==> src/rtl/phy_rx_deframer_if.sv <==
// rtl/phy_rx_deframer_if.sv - PHY receive nibble bus and deframed byte/frame-end outputs
//
// Purpose: bundles the PHY receive pins and the deframer result signals.
// Signals:
//   phy_data_in[3:0]   receive nibble, low nibble of each byte first
//   phy_rx_dv          receive data valid
//   phy_rx_er          receive symbol error
//   r_data_out[7:0]    assembled byte
//   r_data_valid       one-cycle strobe per assembled byte
//   r_frame_end        one-cycle pulse at end of frame
//   r_ctrl_out[23:0]   {len, len}, valid with r_frame_end
//   r_err_flags[4:0]   odd nibble, runt, too long, rx_er seen, FCS error
//   r_frame_err        OR of r_err_flags, valid with r_frame_end
// Modports: master = PHY side (drives phy_*), slave = deframer (drives r_*).
interface phy_rx_deframer_if;
  logic [3:0]  phy_data_in;
  logic        phy_rx_dv;
  logic        phy_rx_er;
  logic [7:0]  r_data_out;
  logic        r_data_valid;
  logic        r_frame_end;
  logic [23:0] r_ctrl_out;
  logic [4:0]  r_err_flags;
  logic        r_frame_err;

  modport master (
    output phy_data_in, phy_rx_dv, phy_rx_er,
    input  r_data_out, r_data_valid, r_frame_end, r_ctrl_out, r_err_flags, r_frame_err
  );

  modport slave (
    input  phy_data_in, phy_rx_dv, phy_rx_er,
    output r_data_out, r_data_valid, r_frame_end, r_ctrl_out, r_err_flags, r_frame_err
  );
endinterface

==> src/rtl/phy_rx_deframer.sv <==
// rtl/phy_rx_deframer.sv - PHY receive deframer: preamble/SFD hunt, nibble-to-byte packing, frame-end report
//
// Purpose: samples the 4-bit PHY stream, locks on preamble (4'h5...) and SFD (4'hD),
// packs nibbles low-first into bytes, strobes each byte out, and reports length and
// error flags with a one-cycle frame-end pulse.
// Ports:
//   clk_phy  PHY clock (single domain)
//   reset    asynchronous active-low reset
//   bus      phy_rx_deframer_if.slave (PHY inputs, byte and frame-end outputs)
// Parameters: MIN_LEN (runt threshold, bytes), MAX_LEN (max forwarded bytes).
// Optional: define RX_CRC_CHECK_EN to check the CRC-32 FCS (err flag bit4);
// otherwise bit4 is tied 0.
module phy_rx_deframer #(
  parameter int MIN_LEN = 64,
  parameter int MAX_LEN = 1518
) (
  input logic             clk_phy,
  input logic             reset,
  phy_rx_deframer_if.slave bus
);

  localparam logic [11:0] MIN_L = 12'(MIN_LEN);
  localparam logic [11:0] MAX_L = 12'(MAX_LEN);

  typedef enum logic [1:0] {IDLE, PRE, DATA, DROP} state_t;

  state_t      state;
  logic        armed;     // set once rx_dv is seen low after reset
  logic        phase;     // 1 = low nibble held, waiting for high nibble
  logic [3:0]  low_nib;
  logic [11:0] len;
  logic        flag_long;
  logic        flag_er;

  logic [11:0] len_inc;
  logic        overflow;
  logic        crc_bad;
  logic [4:0]  end_flags;

  assign len_inc  = (len == 12'hFFF) ? len : len + 12'd1;
  // A saturated counter always means the frame is beyond any legal length.
  assign overflow = (len == 12'hFFF) || (len_inc > MAX_L);

`ifdef RX_CRC_CHECK_EN
  logic [31:0] crc;

  // Reflected CRC-32, one nibble per step, LSB first (matches low-nibble-first order).
  function automatic logic [31:0] crc_nib(input logic [31:0] c, input logic [3:0] d);
    logic [31:0] x;
    x = c ^ {28'd0, d};
    for (int i = 0; i < 4; i++)
      x = x[0] ? ((x >> 1) ^ 32'hEDB88320) : (x >> 1);
    return x;
  endfunction

  function automatic logic [31:0] rev32(input logic [31:0] x);
    logic [31:0] y;
    for (int i = 0; i < 32; i++)
      y[i] = x[31-i];
    return y;
  endfunction

  // Residue over data+FCS, expressed in non-reflected bit order.
  assign crc_bad = (rev32(crc) != 32'hC704DD7B);
`else
  assign crc_bad = 1'b0;
`endif

  assign end_flags = {crc_bad, flag_er, flag_long, (len < MIN_L), phase};

  always_ff @(posedge clk_phy or negedge reset) begin
    if (!reset) begin
      state            <= IDLE;
      armed            <= 1'b0;
      phase            <= 1'b0;
      low_nib          <= 4'd0;
      len              <= 12'd0;
      flag_long        <= 1'b0;
      flag_er          <= 1'b0;
      bus.r_data_out   <= 8'd0;
      bus.r_data_valid <= 1'b0;
      bus.r_frame_end  <= 1'b0;
      bus.r_ctrl_out   <= 24'd0;
      bus.r_err_flags  <= 5'd0;
      bus.r_frame_err  <= 1'b0;
`ifdef RX_CRC_CHECK_EN
      crc              <= 32'hFFFFFFFF;
`endif
    end else begin
      bus.r_data_valid <= 1'b0;
      bus.r_frame_end  <= 1'b0;
      if (!bus.phy_rx_dv)
        armed <= 1'b1;

      case (state)
        IDLE: begin
          // Until armed, a live rx_dv is ignored so we never start mid-frame.
          if (armed && bus.phy_rx_dv)
            state <= (bus.phy_data_in == 4'h5) ? PRE : DROP;
        end

        PRE: begin
          if (!bus.phy_rx_dv) begin
            state <= IDLE;
          end else if (bus.phy_data_in == 4'hD) begin
            state     <= DATA;
            phase     <= 1'b0;
            len       <= 12'd0;
            flag_long <= 1'b0;
            flag_er   <= 1'b0;
`ifdef RX_CRC_CHECK_EN
            crc       <= 32'hFFFFFFFF;
`endif
          end else if (bus.phy_data_in != 4'h5) begin
            state <= DROP;
          end
        end

        DATA: begin
          if (bus.phy_rx_dv) begin
            if (bus.phy_rx_er)
              flag_er <= 1'b1;
`ifdef RX_CRC_CHECK_EN
            crc <= crc_nib(crc, bus.phy_data_in);
`endif
            if (!phase) begin
              low_nib <= bus.phy_data_in;
              phase   <= 1'b1;
            end else begin
              len   <= len_inc;
              phase <= 1'b0;
              if (overflow) begin
                flag_long <= 1'b1;
              end else begin
                bus.r_data_out   <= {bus.phy_data_in, low_nib};
                bus.r_data_valid <= 1'b1;
              end
            end
          end else begin
            // A dangling low nibble is reported via bit0 but never counted.
            bus.r_frame_end <= 1'b1;
            bus.r_ctrl_out  <= {len, len};
            bus.r_err_flags <= end_flags;
            bus.r_frame_err <= |end_flags;
            phase           <= 1'b0;
            state           <= IDLE;
          end
        end

        DROP: begin
          if (!bus.phy_rx_dv)
            state <= IDLE;
        end

        default: state <= IDLE;
      endcase
    end
  end

endmodule

==> src/flat_wrapper.sv <==
// flat-port wrapper written by rule: the top's interface ports become plain ports
module phy_rx_deframer_flat 
#(
  parameter int MIN_LEN = 64,
  parameter int MAX_LEN = 1518
)
  (clk_phy, reset, bus_phy_data_in, bus_phy_rx_dv, bus_phy_rx_er, bus_r_data_out, bus_r_data_valid, bus_r_frame_end, bus_r_ctrl_out, bus_r_err_flags, bus_r_frame_err);
  phy_rx_deframer_if bus_i ();
  input logic clk_phy;
  input logic reset;
  input wire logic [$bits(bus_i.phy_data_in)-1:0] bus_phy_data_in;
  input wire logic [$bits(bus_i.phy_rx_dv)-1:0] bus_phy_rx_dv;
  input wire logic [$bits(bus_i.phy_rx_er)-1:0] bus_phy_rx_er;
  output wire logic [$bits(bus_i.r_data_out)-1:0] bus_r_data_out;
  output wire logic [$bits(bus_i.r_data_valid)-1:0] bus_r_data_valid;
  output wire logic [$bits(bus_i.r_frame_end)-1:0] bus_r_frame_end;
  output wire logic [$bits(bus_i.r_ctrl_out)-1:0] bus_r_ctrl_out;
  output wire logic [$bits(bus_i.r_err_flags)-1:0] bus_r_err_flags;
  output wire logic [$bits(bus_i.r_frame_err)-1:0] bus_r_frame_err;
  assign bus_i.phy_data_in = bus_phy_data_in;
  assign bus_i.phy_rx_dv = bus_phy_rx_dv;
  assign bus_i.phy_rx_er = bus_phy_rx_er;
  assign bus_r_data_out = bus_i.r_data_out;
  assign bus_r_data_valid = bus_i.r_data_valid;
  assign bus_r_frame_end = bus_i.r_frame_end;
  assign bus_r_ctrl_out = bus_i.r_ctrl_out;
  assign bus_r_err_flags = bus_i.r_err_flags;
  assign bus_r_frame_err = bus_i.r_frame_err;
  phy_rx_deframer #(.MIN_LEN(MIN_LEN), .MAX_LEN(MAX_LEN)) u_core (.clk_phy(clk_phy), .reset(reset), .bus(bus_i));
endmodule
==> config.mk <==
export PLATFORM = sky130hd
export DESIGN_NAME = phy_rx_deframer_flat
export DESIGN_NICKNAME = d
export VERILOG_FILES = /design/src/rtl/phy_rx_deframer_if.sv /design/src/rtl/phy_rx_deframer.sv /design/src/flat_wrapper.sv
export SDC_FILE = /design/constraint.sdc
export NUM_CORES = 1
export LEC_CHECK = 0
export BUFFER_PORTS_ARGS = -buffer_cell sky130_fd_sc_hd__buf_2
export CAP_MARGIN = 20
export CORE_ASPECT_RATIO = 1.75
export CORE_MARGIN = 2
export CORE_UTILIZATION = 40
export DETAILED_ROUTE_END_ITERATION = 10
export GPL_TIMING_DRIVEN = 0
export MAX_ROUTING_LAYER = met4
export PLACE_DENSITY = 0.6
export SYNTH_ARGS = -nofsm -noshare
export SYNTH_HDL_FRONTEND = slang
export SYNTH_SLANG_ARGS = --single-unit
==> constraint.sdc <==
create_clock -name clk_phy -period 4.7 [get_ports clk_phy]
set_clock_uncertainty 0.1 [all_clocks]
set_input_delay 1.41 -clock clk_phy [delete_from_list [all_inputs] [get_ports clk_phy]]
set_output_delay 1.41 -clock clk_phy [all_outputs]
set_load 0.005 [all_outputs]
==> flow_summary_export.csv, run 1 <==
group,metric,value,unit
timing,fmax,337,MHz
hold_path,min_from,"u_core.low_nib[0]",
synth,synth_ff_type,"dfrtp_1",
route,first_iter_violations,33,
critical_path,reg2reg_slack,2090,ps
route,wire_per_inst,14.3,µm
critical_path,critPathArrivalTime,3060,ps
critical_path,endpoint_kind,"flop",
timing,slew_viol_final,0,
cts,cts.repair.resized,0,
synth,synth_edf_count,0,
timing,grt_setup_unrepaired,"no",
timing,slew_headroom,44.0,%
timing,hold_ws,411,ps
final_layout,nFillCells,612,
grt,antenna_found_initial,0,
synth,syn_area,0.00248,mm²
cts,path_clk_slew,90,ps
cts,cts-htree-levels,2,
die,die_area,0.00687,mm²
timing,period_share,63.1,%
critical_path,startpoint_type,"primary input",
die,rows,38,
grt,grt_overflow,0,
final_layout,num-nets-final,270,
die,core,0.00609,mm²
timing,tightest_slew,837,ps
final_layout,antenna_cells,0,
synth,synth-seq-area-share,49.5,%
place,dpl.hpwl,3690,µm
outcome,outcome,"finished, final reports clean",
synth,synthArstFlopShare,100,%
cts,cts_inserted_buffers,5,
synth,syn_nets,216,
job,cap_violations,0,
die,die_w,63.5,µm
cts,cts_tree,"built",
grt,grt_first_pass_wirelength,8150,µm
timing,hold_viol_final,0,
pwr,peakVddDrop,284,µV
route,drt_pass1_iterations,4,
cts,cts_buffer_depth,2,
hold_path,holdPathStages,1,
final_layout,area_delta_synth_final,17.6,%
grt,grt_max_degree,38,
grt,grt_usage,15.5,%
cts,clock_latency,300,ps
final_layout,drive_gt1_share,45.4,%
critical_path,path_max_fanout,10,
hold_path,hp-class,"reg2reg",
route,vias,1782,
die,io-pin-count,48,
synth,ys_ff_latch,49,
pwr,p_leak,1.43,nW
critical_path,required,4800,ps
die,start_util,40.7,%
route,viasPerCell,5.21,
pwr,power_density,360,mW/mm²
final_layout,regArea,0.00123,mm²
critical_path,crit_type,"in2reg",
cts,cts_num_sinks,49,
final_layout,multi_input_area,0.00106,mm²
route,drc_errors,0,
cts,ctsHoldBuffers,0,
route,ant_nets,0,
synth,ys_types,55,
synth,synth_area_leaders,"dfrtp_1 (49%), mux2_2 (10%), mux2_4 (4.8%)",
synth,synth_top_area_cell,"dfrtp_1",
die,die_y,108,µm
synth,yosys.area.top_type_share,49.5,%
critical_path,rr_startpoint,"u_core.len[0]",
synth,avgSynthCellArea,12.0,µm²
cts,cts_root_buffer,"clkbuf_8",
synth,synth_warnings,0,
synth,netlist_instances,207,
cts,cts_setup_buffers,0,
critical_path,reg2reg_depth,8,
route,drt_wl_total,4890,µm
place,gp_congestion,0.860,
place,numPortBuffers,46,
timing,fin_crit,2970,ps
timing,setup_tns,0,ps
critical_path,r2r-end,"u_core.bus.r_data_out[2]",
grt,grt_pass1_vias,1736,
hold_path,whs_endpoint,"u_core.bus.r_data_out[0]",
timing,setup_violations,0,
-- synthesized netlist by cell type, types with 2 or more instances --
library cell	instances
a31o_2	3
mux2_4	8
nand4_1	3
and4_2	3
o22a_1	2
mux2_2	22
nand3_1	4
mux2i_1	2
nand2_1	5
clkbuf_1	2
and2_2	2
dfrtp_1	49
nor3_1	2
buf_4	13
clkbuf_8	3
a21oi_1	16
a32o_1	2
a31oi_1	3
nand2b_1	4
and3_1	2
o21ai_0	6
nor2b_1	4
inv_1	2
and4_1	2
nor2_1	12
buf_2	2
-- worst max path at each step --
stage | startpoint | to | slack (ps) | cells after the start
3_5_place_dp | bus_phy_data_in[1] | u_core.len[0] | 1410 | 8
2_1_floorplan | bus_phy_data_in[1] | u_core.len[0] | 1810 | 7
4_1_cts | bus_phy_data_in[1] | u_core.len[0] | 1730 | 8
3_3_place_gp | bus_phy_data_in[1] | u_core.len[0] | 1420 | 8
6_report | bus_phy_data_in[1] | u_core.len[0] | 1730 | 8
5_1_grt | bus_phy_data_in[1] | u_core.len[0] | 1540 | 8
-- logic make-up (layout without fill, tap and decap cells) --
logic type / after synthesis / after routing / synth area share [%]
compound gates: 43 / 43 / 11.4
flops: 49 / 49 / 49.5
other cells: 1 / 1 / 0.151
buf+inv: 24 / 79 / 7.67
simple gates: 56 / 56 / 14.7
mux: 32 / 32 / 15.6
fa+ha+maj: 2 / 2 / 0.909
-- registers in the layout (all words and copies together), names as in the netlist --
register and cells:
u_core.bus.r_data_out 8, u_core.armed 1, u_core.bus.r_err_flags 4, u_core.state 2, u_core.bus.r_ctrl_out 12, u_core.phase 1, u_core.len 12, u_core.low_nib 4
u_core.flag_er 1, u_core.flag_long 1, u_core.bus.r_frame_end 1, u_core.bus.r_data_valid 1, u_core.bus.r_frame_err 1
-- cells in the final DEF (no fill, tap or decap), drive strengths merged, types with 5 or more instances in the layout --
cell	instances
mux2	30
clkbuf	11
a21oi	16
buf	64
and4	5
nor2	12
nand3	6
dfrtp	49
nand2	5
o21ai	6
nand4	5
-- metrics by stage --
| stage | worst slack (ps) | instance area [µm²] | total power, mW | cells | utilization (%) |
|---|---|---|---|---|---|
| CTS | 1730 | 2920 | 1.07 | 342 | 47.9 |
| floorplan | 1810 | 2480 | 0.706 | 207 | - |
| global route | 1540 | 2920 | 1.11 | 342 | 47.9 |
| detailed placement | 1410 | 2830 | 0.814 | 334 | 46.5 |
| global placement | 1420 | 2810 | 0.804 | 333 | 46.2 |
| finish | 1730 | 2920 | 1.05 | 342 | 47.9 |
-- cell type report --
type	instances	area share (%)
clock buffers	6	2.49
plain buffers	22	6.27
repair buffers	47	8.58
well taps	80	3.43
inverters	2	0.258
clock inverters	2	0.472
multi-input cells	134	36.4
flip-flops and latches	49	42.1
-- worst max-delay path, cell delays in order --
cell      delay, ps
buf_2           110
nand3b_1        190
nor3b_1         300
and3_1          240
o22a_1          140
buf_2           250
o21ai_0         150
mux2_2          280
-- per-layer routing --
layer  GRT usage (%)  vias up  part of all wire, %  wire, µm
met5               -        -                    0         0
met4            6.83        0                  2.6       129
met3            2.29       12                  3.7       179
met2            27.6       45                   54      2640
met1            17.0      867                   40      1930
li1                -      858                    -         -
-- where the power goes --
part	switching (mW)	leakage (nW)	internal, mW	total, mW
logic	0.0915	0.765	0.153	0.245
clock network	0.144	0.0456	0.106	0.250
registers	0.0546	0.619	0.501	0.555
No activity file was read; power rests on OpenSTA's default activity.
==> run 2: changes to the inputs <==
Clock period 4.7 ns to 2.8 ns, I/O delays scaled along.
==> run 2 against run 1 <==
  * Hold slack got worse by 97 ps
  * Die area stayed put
  * Clock-buffer cell count unchanged
  * Register-to-register slack lost 1900 ps
  * Non-clock buffer count unchanged
==> flow_summary_export.csv, run 2 (synthesis gave the netlist of run 1 again) <==
group,metric,value,unit
route,ant_nets,0,
grt,use_met2,27.6,%
route,drt_wl_total,4900,µm
final_layout,num-nets-final,270,
pwr,p_comb_share,23.3,%
timing,fin_crit,2620,ps
critical_path,r2r-end,"u_core.bus.r_data_out[2]",
route,viasPerCell,5.24,
cts,cts-htree-levels,2,
cts,cts_root_buffer,"clkbuf_8",
cts,cts_buffer_depth,2,
grt,grt_usage,15.5,%
critical_path,cp-startpoint,"u_core.len[0]",
critical_path,critPathArrivalTime,2710,ps
die,start_util,40.7,%
grt,grt_first_pass_wirelength,8150,µm
final_layout,final_cell_mix,"dfrtp_1 (49), buf_2 (48), mux2_2 (22)",
die,die_w,63.5,µm
pwr,p_int,1.28,mW
grt,use_met1,17.0,%
pwr,netSwitchingPower,0.487,mW
critical_path,reg2reg_slack,180,ps
timing,setup_violations,0,
critical_path,worstSetupEndpoint,"u_core.bus.r_data_out[2]",
die,rows,38,
hold_path,hp-class,"in2async",
pwr,power_frac_seq,52.9,%
place,gp_congestion,0.860,
place,numPortBuffers,46,
timing,period_share,93.7,%
pwr,p_leak,1.43,nW
final_layout,area_delta_synth_final,17.7,%
final_layout,reg_top3,"u_core.bus.r_ctrl_out x12, u_core.len x12, u_core.bus.r_data_out x8",
critical_path,crit_type,"reg2reg",
critical_path,startpoint_type,"flop",
critical_path,required,2890,ps
final_layout,nFillCells,612,
critical_path,rr_startpoint,"u_core.len[0]",
cts,cts_tree,"built",
final_layout,final_common_cell,"dfrtp_1",
final_layout,drive_gt1_share,45.8,%
place,dpl.hpwl,3690,µm
timing,grt_setup_unrepaired,"no",
timing,fmax,381,MHz
die,io-pin-count,48,
cts,cts_inserted_buffers,5,
die,die_y,108,µm
outcome,outcome,"finished, final reports clean",
pwr,clock_power_share,23.8,%
route,first_iter_violations,33,
critical_path,endpoint_kind,"flop",
timing,hold_viol_final,0,
timing,setup_tns,0,ps
pwr,switching_share,27.6,%
grt,grt.busiest_layer,"met2",
grt,grt_max_degree,38,
critical_path,path_max_fanout,9,
cts,path_clk_slew,90,ps
die,core,0.00609,mm²
route,wire_per_inst,14.3,µm
final_layout,finish.utilization,47.9,%
pwr,total_power,1.76,mW
final_layout,antenna_cells,0,
grt,grt_overflow,0,
timing,slew_headroom,44.0,%
timing,slew_viol_final,0,
pwr,power_density,604,mW/mm²
route,drc_errors,0,
cts,clock_latency,300,ps
route,vias,1791,
die,die_area,0.00687,mm²
grt,antenna_found_initial,0,
grt,grt_pass1_vias,1736,
grt,use_met3,2.29,%
pwr,peakVddDrop,477,µV
cts,cts_num_sinks,49,
job,cap_violations,0,
critical_path,reg2reg_depth,8,
route,drt_pass1_iterations,4,
timing,tightest_slew,837,ps
==> run 2: changes by cell type in the layout (fill, tap and decap cells not counted) <==
cell    previous run  this run
nor2_1            12        11
nor2_2             0         1
==> run 2: per-stage QoR <==
step,setup slack (ps),instances,instance area (µm²),hold slack [ps]
global placement,89.8,333,2810,387
detailed placement,82.8,334,2830,389
finish,177,342,2920,314
global route,16.3,342,2920,331
CTS,172,342,2920,325
floorplan,424,207,2480,359
==> run 2: routing by layer <==
| metal | part of all wire [%] | vias up |
|---|---|---|
| met4 | 2.3 | 0 |
| met2 | 54 | 43 |
| met5 | 0 | - |
| met1 | 40 | 877 |
| li1 | - | 861 |
| met3 | 3.4 | 10 |
==> run 2: worst min-delay path by stage <==
stage / to / slack, ps / cells after the start
floorplan: u_core.armed / 360 / 1
global placement: u_core.bus.r_data_out[2] / 390 / 1
detailed placement: u_core.bus.r_data_out[3] / 390 / 1
CTS: u_core.bus.r_ctrl_out[14] / 330 / 1
global route: u_core.bus.r_ctrl_out[14] / 330 / 1
finish: u_core.bus.r_ctrl_out[14] / 310 / 1
==> run 2: area by class of cell <==
cell class	count	area [µm²]	share of cell area [%]
sequential	49	1230	42.0
multi-input combinational	134	1060	36.5
timing repair buffer	47	250	8.58
buffer	22	183	6.26
tap	80	100	3.43
clock buffer	6	72.6	2.49
clock inverter	2	13.8	0.472
inverter	2	7.51	0.257
==> run 2: power groups by stage <==
| stage | registers (mW) | clock network [mW] | logic, mW |
|---|---|---|---|
| final | 0.932 | 0.420 | 0.411 |
| after global routing | 0.950 | 0.458 | 0.450 |
| after CTS | 0.935 | 0.436 | 0.420 |
| after detailed placement | 0.949 | 0 | 0.417 |
| after global placement | 0.944 | 0 | 0.407 |
| after floorplan | 0.939 | 0 | 0.246 |
==> run 2: worst max-delay path: stages, from the launching register on <==
cell	delay [ps]
dfrtp_1	460
ha_1	290
nand3_2	160
or3_1	410
a41o_1	300
nor3_2	180
nor2_1	100
nand3_4	200
mux2_4	320
==> run 2: timing repair <==
item / CTS / global route
setup buffers: 0 / 0
gates resized for setup: 0 / 1
hold buffers: 0 / 0
setup endpoints to repair: 0 / 8
==> run 3: changes to the inputs <==
Settings changed: PLACE_DENSITY 0.6 to 0.62.
Clock period 2.8 ns to 2.2 ns, I/O delays scaled along.
==> run 3 against run 2 <==
  * The run now ends with negative setup slack left
  * Via count up 0.73%
  * Cell area rose by 5.9%
  * Fmax up 14%
  * Worst setup slack worse by 290 ps
  * Global-route usage increased by 0.77 points
  * First-iteration DRC count up 33%
  * Non-clock buffer count up 9
  * Sequential cell count is the same
  * Combinational power rose by 39%
  * Register-to-register slack lost 290 ps
  * Clock-buffer cell count unchanged
  * Power up 30%
  * Largest cell class unchanged
  * Highest routed layer unchanged
==> flow_summary_export.csv, run 3 (synthesis gave the netlist of run 1 again) <==
group,metric,value,unit
outcome,outcome,"finished, violations left",
outcome,violations,"negative setup slack",
die,die_y,108,µm
cts,path_clk_slew,90,ps
timing,fin_ws,-109,ps
hold_path,hp-class,"in2async",
place,gp_congestion,0.818,
pwr,power_density,743,mW/mm²
grt,grt_usage,16.3,%
place,dpl.hpwl,3470,µm
cts,cts_inserted_buffers,5,
critical_path,critPathTopFamily,"multiplexers",
cts,cts-htree-levels,2,
timing,setup_violations,8,
grt,grt_first_pass_wirelength,8400,µm
place,numPortBuffers,46,
final_layout,area_delta_synth_final,24.7,%
grt,grt_max_degree,50,
grt,antenna_found_initial,0,
die,die_w,63.5,µm
route,viasPerCell,5.13,
die,rows,38,
final_layout,drive_gt1_share,53.7,%
final_layout,final_cell_mix,"buf_2 (47), dfrtp_1 (45), mux2_2 (22)",
final_layout,regArea,0.00123,mm²
route,drt_wl_total,5140,µm
critical_path,cpMostUsedCell,"nand3_4",
critical_path,reg2reg_depth,8,
critical_path,crit_cells,8,
timing,fin_crit,2310,ps
route,drc_errors,0,
critical_path,cp-startpoint,"u_core.len[0]",
place,place_inst,333,
critical_path,path_cells,"ha_4 -> and3_1 -> o21ai_1 -> a22oi_1 -> mux2i_1 -> nand3_4 -> nand3_4 -> mux2_4",
pwr,peakVddDrop,495,µV
timing,period_share,105,%
critical_path,required,2300,ps
place,post_dp_cell_area,0.00284,mm²
cts,cts_buffer_depth,2,
critical_path,slowest_stage,"dfrtp_2",
job,cap_violations,0,
critical_path,crit_type,"reg2reg",
critical_path,worstSetupEndpoint,"u_core.bus.r_data_out[1]",
die,core,0.00609,mm²
cts,ctsHoldBuffers,0,
critical_path,rr_startpoint,"u_core.len[0]",
final_layout,antenna_cells,0,
die,die_area,0.00687,mm²
route,wire_per_inst,14.6,µm
critical_path,r2r-end,"u_core.bus.r_data_out[1]",
cts,cts_num_sinks,49,
critical_path,critPathArrivalTime,2400,ps
critical_path,critPathBufInv,0,
die,start_util,40.7,%
cts,cts_root_buffer,"clkbuf_8",
final_layout,finish.utilization,50.8,%
timing,hold_viol_final,0,
final_layout,fin_cells,352,
grt,grt_pass1_vias,1777,
critical_path,startpoint_type,"flop",
final_layout,multi_input_area,0.00115,mm²
route,ant_nets,0,
final_layout,design_area,0.00309,mm²
route,drt_pass1_iterations,4,
timing,slew_viol_final,0,
route,first_iter_violations,44,
critical_path,endpoint_kind,"flop",
timing,slew_headroom,66.6,%
critical_path,cp_slowest_stage_delay,460,ps
final_layout,reg_top3,"u_core.bus.r_ctrl_out x12, u_core.len x12, u_core.bus.r_data_out x8",
cts,clock_latency,310,ps
final_layout,num-nets-final,280,
grt,grt_overflow,0,
final_layout,nFillCells,583,
timing,tightest_slew,500,ps
critical_path,reg2reg_slack,-110,ps
die,io-pin-count,48,
route,vias,1804,
timing,grt_setup_unrepaired,"yes",
final_layout,final_common_cell,"buf_2",
timing,fmax,433,MHz
pwr,p_leak,1.48,nW
critical_path,path_max_fanout,5,
cts,cts_tree,"built",
[run 3: worst register-to-register path, cell delays in order (launching register included)]
cell and delay, ps:
dfrtp_2 460, ha_4 190, and3_1 220, o21ai_1 160, a22oi_1 100, mux2i_1 300, nand3_4 170, nand3_4 180
mux2_4 320
[run 3: per-stage QoR]
step / TNS (ps) / hold slack, ps / setup WS, ps / power, mW
floorplan: 0 / 264 / 3.01 / 1.52
global placement: -6060 / 387 / -325 / 1.73
detailed placement: -6270 / 386 / -344 / 1.75
CTS: -767 / 410 / -113 / 2.32
global route: -1550 / 181 / -205 / 2.43
finish: -796 / 168 / -109 / 2.30
[run 3: layout make-up]
class	count	area share, %
clock inverter	2	0.445
multi-input combinational	135	37.3
buffer	22	6.15
inverter	2	0.243
clock buffer	6	2.35
tap	80	3.24
timing repair buffer	56	10.4
sequential	49	39.8
[run 3: worst min path at each step]
stage	startpoint	end	cells after the start
3_5_place_dp	u_core.armed	u_core.armed	1
5_1_grt	reset	u_core.bus.r_ctrl_out[14]	1
6_report	reset	u_core.bus.r_ctrl_out[14]	1
2_1_floorplan	reset	u_core.armed	0
4_1_cts	u_core.armed	u_core.armed	1
3_3_place_gp	u_core.bus.r_data_out[6]	u_core.bus.r_data_out[6]	1
[run 3: per-layer routing]
layer | wire length [µm] | GRT usage, % | vias to the layer above
met5 | 0 | - | -
met4 | 107 | 7.76 | 0
li1 | - | - | 871
met3 | 195 | 2.19 | 6
met2 | 2800 | 29.8 | 50
met1 | 2040 | 16.9 | 877
[run 3: what timing repair did]
| action | CTS | global route |
|---|---|---|
| endpoints found under the setup margin | 22 | 14 |
| endpoints found under the hold margin | 0 | 0 |
| gates cloned | 1 | 0 |
| pin swaps | 3 | 6 |
| resized for setup | 12 | 11 |
| setup buffers | 8 | 2 |
[run 3: power by group]
group / internal, mW / leakage [nW] / switching [mW] / total, mW
Combinational: 0.361 / 0.820 / 0.211 / 0.572
Clock: 0.227 / 0.0456 / 0.307 / 0.534
Sequential: 1.07 / 0.613 / 0.118 / 1.19
